<file path="src/rtl/uart_rx_pkg.sv">
// Shared definitions for the UART receiver control slice: state encodings,
// legal oversampling ratios and default frame geometry.
package uart_rx_pkg;

    localparam int unsigned DATA_W_DEF     = 8;
    localparam int unsigned PRESCALE_W_DEF = 6;
    localparam int unsigned BIT_CNT_W_DEF  = 4;

    localparam int unsigned PRESCALE_8  = 8;
    localparam int unsigned PRESCALE_16 = 16;
    localparam int unsigned PRESCALE_32 = 32;

    localparam int unsigned STATE_W = 3;

    localparam logic [2:0] ST_IDLE   = 3'd0;
    localparam logic [2:0] ST_START  = 3'd1;
    localparam logic [2:0] ST_DATA   = 3'd2;
    localparam logic [2:0] ST_PARITY = 3'd3;
    localparam logic [2:0] ST_STOP   = 3'd4;

endpackage

</file>
<file path="src/rtl/uart_rx_edge_bit_cnt.sv">
// Oversample edge counter and bit counter for the UART receiver.
// last_edge flags the current cycle as edge P-1; chk_edge flags that the
// coming cycle will be edge P-2, so a registered pulse lands exactly on it.
module uart_rx_edge_bit_cnt
    import uart_rx_pkg::*;
#(
    parameter int unsigned PRESCALE_W = PRESCALE_W_DEF,
    parameter int unsigned BIT_CNT_W  = BIT_CNT_W_DEF
) (
    input  logic                  CLK,
    input  logic                  RST,
    input  logic                  enable,
    input  logic [PRESCALE_W-1:0] prescale,
    output logic [PRESCALE_W-1:0] edge_cnt,
    output logic [BIT_CNT_W-1:0]  bit_cnt,
    output logic                  last_edge,
    output logic                  chk_edge
);

    logic [PRESCALE_W-1:0] edge_cnt_q, edge_cnt_d;
    logic [BIT_CNT_W-1:0]  bit_cnt_q, bit_cnt_d;

    // >= forces a wrap even if an illegal ratio leaves the count above P-1
    always_comb begin
        last_edge = (edge_cnt_q >= PRESCALE_W'(prescale - PRESCALE_W'(1)));
    end

    always_comb begin
        edge_cnt_d = edge_cnt_q;
        bit_cnt_d  = bit_cnt_q;
        if (!enable) begin
            edge_cnt_d = '0;
            bit_cnt_d  = '0;
        end else if (last_edge) begin
            edge_cnt_d = '0;
            bit_cnt_d  = BIT_CNT_W'(bit_cnt_q + BIT_CNT_W'(1));
        end else begin
            edge_cnt_d = PRESCALE_W'(edge_cnt_q + PRESCALE_W'(1));
        end
    end

    always_comb begin
        chk_edge = enable && (edge_cnt_d == PRESCALE_W'(prescale - PRESCALE_W'(2)));
    end

    always_ff @(posedge CLK or negedge RST) begin
        if (!RST) begin
            edge_cnt_q <= '0;
            bit_cnt_q  <= '0;
        end else begin
            edge_cnt_q <= edge_cnt_d;
            bit_cnt_q  <= bit_cnt_d;
        end
    end

    assign edge_cnt = edge_cnt_q;
    assign bit_cnt  = bit_cnt_q;

endmodule

</file>
<file path="src/rtl/uart_rx_ctrl.sv">
// UART receiver control FSM: frames start/data/parity/stop bits, strobes the
// sampling and check stages, and flags clean frames with data_valid.
module uart_rx_ctrl
    import uart_rx_pkg::*;
#(
    parameter int unsigned DATA_W     = DATA_W_DEF,
    parameter int unsigned PRESCALE_W = PRESCALE_W_DEF,
    parameter int unsigned BIT_CNT_W  = BIT_CNT_W_DEF
) (
    input  logic                  CLK,
    input  logic                  RST,
    input  logic                  RX_IN,
    input  logic                  PAR_EN,
    input  logic [PRESCALE_W-1:0] Prescale,
    input  logic                  strt_glitch,
    input  logic                  par_err,
    input  logic                  stp_err,
    output logic [PRESCALE_W-1:0] edge_cnt,
    output logic [BIT_CNT_W-1:0]  bit_cnt,
    output logic                  dat_samp_en,
    output logic                  deser_en,
    output logic                  strt_chk_en,
    output logic                  par_chk_en,
    output logic                  stp_chk_en,
    output logic                  data_valid,
    output logic                  busy
);

    logic [STATE_W-1:0]    state_q, state_d;
    logic [PRESCALE_W-1:0] p_q, p_d;
    logic                  par_en_q, par_en_d;
    logic                  err_q, err_d;
    logic                  data_valid_q, data_valid_d;
    logic                  busy_q, busy_d;
    logic                  deser_en_q, deser_en_d;
    logic                  strt_chk_en_q, strt_chk_en_d;
    logic                  par_chk_en_q, par_chk_en_d;
    logic                  stp_chk_en_q, stp_chk_en_d;

    logic [PRESCALE_W-1:0] p_eff;
    logic                  cnt_en;
    logic                  last_edge;
    logic                  chk_edge;

    // The detect cycle already counts with the incoming ratio
    assign p_eff  = (state_q == ST_IDLE) ? Prescale : p_q;
    assign cnt_en = (state_d != ST_IDLE);

    uart_rx_edge_bit_cnt #(
        .PRESCALE_W (PRESCALE_W),
        .BIT_CNT_W  (BIT_CNT_W)
    ) u_cnt (
        .CLK       (CLK),
        .RST       (RST),
        .enable    (cnt_en),
        .prescale  (p_eff),
        .edge_cnt  (edge_cnt),
        .bit_cnt   (bit_cnt),
        .last_edge (last_edge),
        .chk_edge  (chk_edge)
    );

    always_comb begin
        state_d      = state_q;
        p_d          = p_q;
        par_en_d     = par_en_q;
        err_d        = err_q;
        data_valid_d = 1'b0;
        case (state_q)
            ST_IDLE: begin
                if (!RX_IN) begin
                    state_d  = ST_START;
                    p_d      = Prescale;
                    par_en_d = PAR_EN;
                    err_d    = 1'b0;
                end
            end
            ST_START: begin
                if (last_edge) begin
                    state_d = strt_glitch ? ST_IDLE : ST_DATA;
                end
            end
            ST_DATA: begin
                if (last_edge && (bit_cnt == BIT_CNT_W'(DATA_W))) begin
                    state_d = par_en_q ? ST_PARITY : ST_STOP;
                end
            end
            ST_PARITY: begin
                if (last_edge) begin
                    err_d   = err_q | par_err;
                    state_d = ST_STOP;
                end
            end
            ST_STOP: begin
                if (last_edge) begin
                    state_d      = ST_IDLE;
                    data_valid_d = !stp_err && !err_q;
                    err_d        = 1'b0;
                end
            end
            default: begin
                state_d = ST_IDLE;
            end
        endcase
    end

    // Strobes sit one cycle ahead of the flag sampling edge
    always_comb begin
        busy_d        = (state_d != ST_IDLE);
        deser_en_d    = chk_edge && (state_d == ST_DATA);
        strt_chk_en_d = chk_edge && (state_d == ST_START);
        par_chk_en_d  = chk_edge && (state_d == ST_PARITY);
        stp_chk_en_d  = chk_edge && (state_d == ST_STOP);
    end

    always_ff @(posedge CLK or negedge RST) begin
        if (!RST) begin
            state_q       <= ST_IDLE;
            p_q           <= '0;
            par_en_q      <= 1'b0;
            err_q         <= 1'b0;
            data_valid_q  <= 1'b0;
            busy_q        <= 1'b0;
            deser_en_q    <= 1'b0;
            strt_chk_en_q <= 1'b0;
            par_chk_en_q  <= 1'b0;
            stp_chk_en_q  <= 1'b0;
        end else begin
            state_q       <= state_d;
            p_q           <= p_d;
            par_en_q      <= par_en_d;
            err_q         <= err_d;
            data_valid_q  <= data_valid_d;
            busy_q        <= busy_d;
            deser_en_q    <= deser_en_d;
            strt_chk_en_q <= strt_chk_en_d;
            par_chk_en_q  <= par_chk_en_d;
            stp_chk_en_q  <= stp_chk_en_d;
        end
    end

    assign busy        = busy_q;
    assign dat_samp_en = busy_q;
    assign data_valid  = data_valid_q;
    assign deser_en    = deser_en_q;
    assign strt_chk_en = strt_chk_en_q;
    assign par_chk_en  = par_chk_en_q;
    assign stp_chk_en  = stp_chk_en_q;

endmodule

</file>
<file path="config.mk">
export PLATFORM = sky130hd
export DESIGN_NAME = uart_rx_ctrl
export DESIGN_NICKNAME = d
export VERILOG_FILES = /design/src/rtl/uart_rx_pkg.sv /design/src/rtl/uart_rx_edge_bit_cnt.sv /design/src/rtl/uart_rx_ctrl.sv
export SDC_FILE = /design/constraint.sdc
export NUM_CORES = 1
export LEC_CHECK = 0
export BUFFER_PORTS_ARGS = -buffer_cell sky130_fd_sc_hd__buf_2
export CORE_MARGIN = 5
export CORE_UTILIZATION = 40
export DETAILED_ROUTE_END_ITERATION = 6
export REMOVE_ABC_BUFFERS = 1
export SLEW_MARGIN = 20
export SYNTH_ARGS = -nofsm -noshare
export SYNTH_HDL_FRONTEND = slang
export SYNTH_HIERARCHICAL = 1
export SYNTH_SLANG_ARGS = --single-unit
</file>
<file path="constraint.sdc">
create_clock -name CLK -period 7.05 [get_ports CLK]
set_input_delay 0.3525 -clock CLK [delete_from_list [all_inputs] [get_ports CLK]]
set_output_delay 0.3525 -clock CLK [all_outputs]
set_load 0.01 [all_outputs]
</file>
==> metrics.txt <==
status=completed; Post-DRT Antenna Nets=0; WHS=0.0665 ns; ys async rst share=100%; most frequent cells in the layout=29 x buf_2, 27 x dfrtp_1, 13 x mux2_2, 12 x nand2_1; DRC=0; worst path bufs/invs=1; syn_area_per_cell=between 10 and 15 um^2; kind of critical path=register to register; Area growth syn-to-layout=14.1%; worst skew pair latency=0.28 ns; Slew HR=59.9%; Post-CTS Hold Buffers=0; CP cell instances=nor3_2, mux2_2, inv_1, ha_1, nand3_1, xor2_1, ha_1, nand4_1, o21ai_2, nor2b_1, a41o_1, o21ai_1, o211ai_1, o211ai_2, o21ai_0, nand4_1, nor3_2, nand2b_1, nor3b_1; area share of the largest cell type after synthesis=approximately two fifths; sw frac=46.7%; Die X=74.8 um; GR Overflow Total=0; routed len/inst=14.8 um; crit path max fanout=14; maxcap violations=0; Die ar.=between 0.005 and 0.006 mm^2; Site Rows=23; I/O pins=30; crit-path leading delay family=compound AO/OA/AOI/OAI gates; First DRT Iteration DRCs=25; GRT Resource Usage Total=14.0%; CP Data Arrival Time=5.59 ns; Multi-input gate area=955 um^2; clock power share=9.2%; Worst EP required=roughly 7.2 ns; vias in the first global route=1318; Final GP Congestion=approximately 0.88; core footprint=0.00403 mm^2; Slowest-stage cell, CP=o211ai_1; Initial Utilization=41.7%; cell taking the most area after synthesis=dfrtp_1; first-pass GRT wire length=~6.1 mm; CTS root buf=clkbuf_8; Leakage Power=~0.91 nW; # port buffers=29; drt pass-1 iters=5; post-layout minimum cycle time=around 5.4 ns; CTS tree=yes; Synth Register Bits=27; Fill cells=392; Tcrit/Tclk final=76.6%; Area contributors post-synth=dfrtp_1 40%, mux2_2 8.7%, ha_1 8.2%, xor2_1 4.2%, xnor2_1 3.1%; # setup viols final=0; # resized after CTS=0; Final Skew=between 0.004 and 0.005 ns; Max Slew Vio Count=0; Post-synth EDFFs=0; Synth cell types=44; DP HPWL=about 2.9 mm; HP Class=input pin to async pin; Main synth FF type=dfrtp_1; Comb pwr share=64.3%; antenna violations before repair=0; Synth warnings=6; most common cell after layout, fill and taps aside=buf_2; Die Ht=74.8 um; critical path's largest stage delay=0.53 ns; register area=676 um^2; CP Launch Type=register; RSZ-0062 raised after global routing=false; largest net degree at the start of global routing=28; Num CTS Buffers=3; Post-Syn Instances=159; CP endpoint kind=register; post-synthesis cell area=~0.0017 mm^2; Reg clk slew, reported paths=0.09 ns; Vias=1279; Vias/cell=5.35; Psw=452 uW; H-tree levels=1; PwrDens=504 mW/mm^2; Pint=516 uW; worst-margin pin slew=0.599 ns; clk buf depth=2; postcts setup bufs=0; power share of the sequential group=26.5%; Seq/Total Area, Yosys=roughly two fifths; Final nets=214; clk sinks=27; Fin Setup TNS=0 ns; antenna cell count=0; VDD IR max=about 250 uV; fmax=185 MHz; share of layout cells above drive strength 1=31.7%; WL final=3.54 mm; Fin. Hold Viols=0
-- state kept, by name (all words and copies together), names as in the netlist --
signal / cells
data_valid: 1
deser_en: 1
err_q: 1
state_q: 3
u_cnt/bit_cnt: 4
par_chk_en: 1
stp_chk_en: 1
strt_chk_en: 1
p_q: 6
busy: 1
par_en_q: 1
u_cnt/edge_cnt: 6
-- area by class of cell --
type	count	share of cell area (%)
multi-input combinational	120	49.8
tap	50	3.26
clock buffer	3	2.15
sequential	27	35.2
clock inverter	1	0.261
timing repair buffer	29	7.57
inverter	9	1.76
-- logic make-up (layout without fill, tap and decap cells) --
kind of cell / Yosys count / count (layout) / share of synthesized area, %
simple gates: 54 / 54 / 19.3
flops: 27 / 27 / 40.2
mux: 14 / 14 / 9.30
fa+ha+maj: 11 / 11 / 8.18
xor+xnor: 15 / 15 / 8.63
compound gates: 26 / 26 / 11.4
buf+inv: 12 / 42 / 3.05
-- through the flow --
| step | util [%] | setup WS (ns) | cell area [um^2] | std cells | total power [mW] |
|---|---|---|---|---|---|
| 2_1_floorplan | - | 2.50 | 1660 | 156 | 0.735 |
| 3_3_place_gp | 46.5 | 1.82 | 1870 | 235 | 0.864 |
| 3_5_place_dp | 46.5 | 1.60 | 1870 | 235 | 0.881 |
| 4_1_cts | 47.6 | 1.58 | 1920 | 239 | 0.975 |
| 5_1_grt | 47.6 | 1.06 | 1920 | 239 | 1.07 |
| 6_report | 47.6 | 1.65 | 1920 | 239 | 0.967 |
-- cell usage after synthesis (3+ instances only) --
master	number
dfrtp_1	27
mux2_2	13
nand2_1	12
ha_1	11
nor2_1	11
inv_1	8
xor2_1	8
a21oi_1	7
xnor2_1	6
and2_1	5
nor3_2	4
nor3b_1	4
nand4_1	3
-- routing by layer --
| layer | GRT usage, % | vias up | wire length [um] |
|---|---|---|---|
| met1 | 18.1 | 627 | 1620 |
| met3 | 2.27 | 7 | 143 |
| met5 | 0 | - | 0 |
| met4 | 5.53 | 0 | 73 |
| met2 | 23.4 | 25 | 1710 |
| li1 | - | 620 | - |
-- power by group through the flow --
| stage | sequential [mW] | combinational, mW | clock [mW] |
|---|---|---|---|
| floorplan | 0.258 | 0.477 | 0 |
| global placement | 0.259 | 0.605 | 0 |
| detailed placement | 0.259 | 0.622 | 0 |
| CTS | 0.257 | 0.626 | 0.0929 |
| global route | 0.264 | 0.702 | 0.0987 |
| finish | 0.256 | 0.622 | 0.0890 |
-- worst paths after layout --
path / from / endpoint / slack, ns / cells after the start
worst max-delay path: state_q[1]$_DFF_PN0_ / strt_chk_en$_DFF_PN0_ / 1.65 / 19
worst min-delay path: RST / u_cnt/edge_cnt[1]$_DFF_PN0_ / 0.07 / 1
worst max register to register: state_q[1]$_DFF_PN0_ / strt_chk_en$_DFF_PN0_ / 1.65 / 19
worst min register to register: err_q$_DFFE_PN0P_ / data_valid$_DFF_PN0_ / 0.45 / 1
max in group asynchronous: RST / data_valid$_DFF_PN0_ / 6.60 / 1
min in group CLK: stp_err / data_valid$_DFF_PN0_ / 0.21 / 2
No activity file was read; power rests on OpenSTA's default activity.
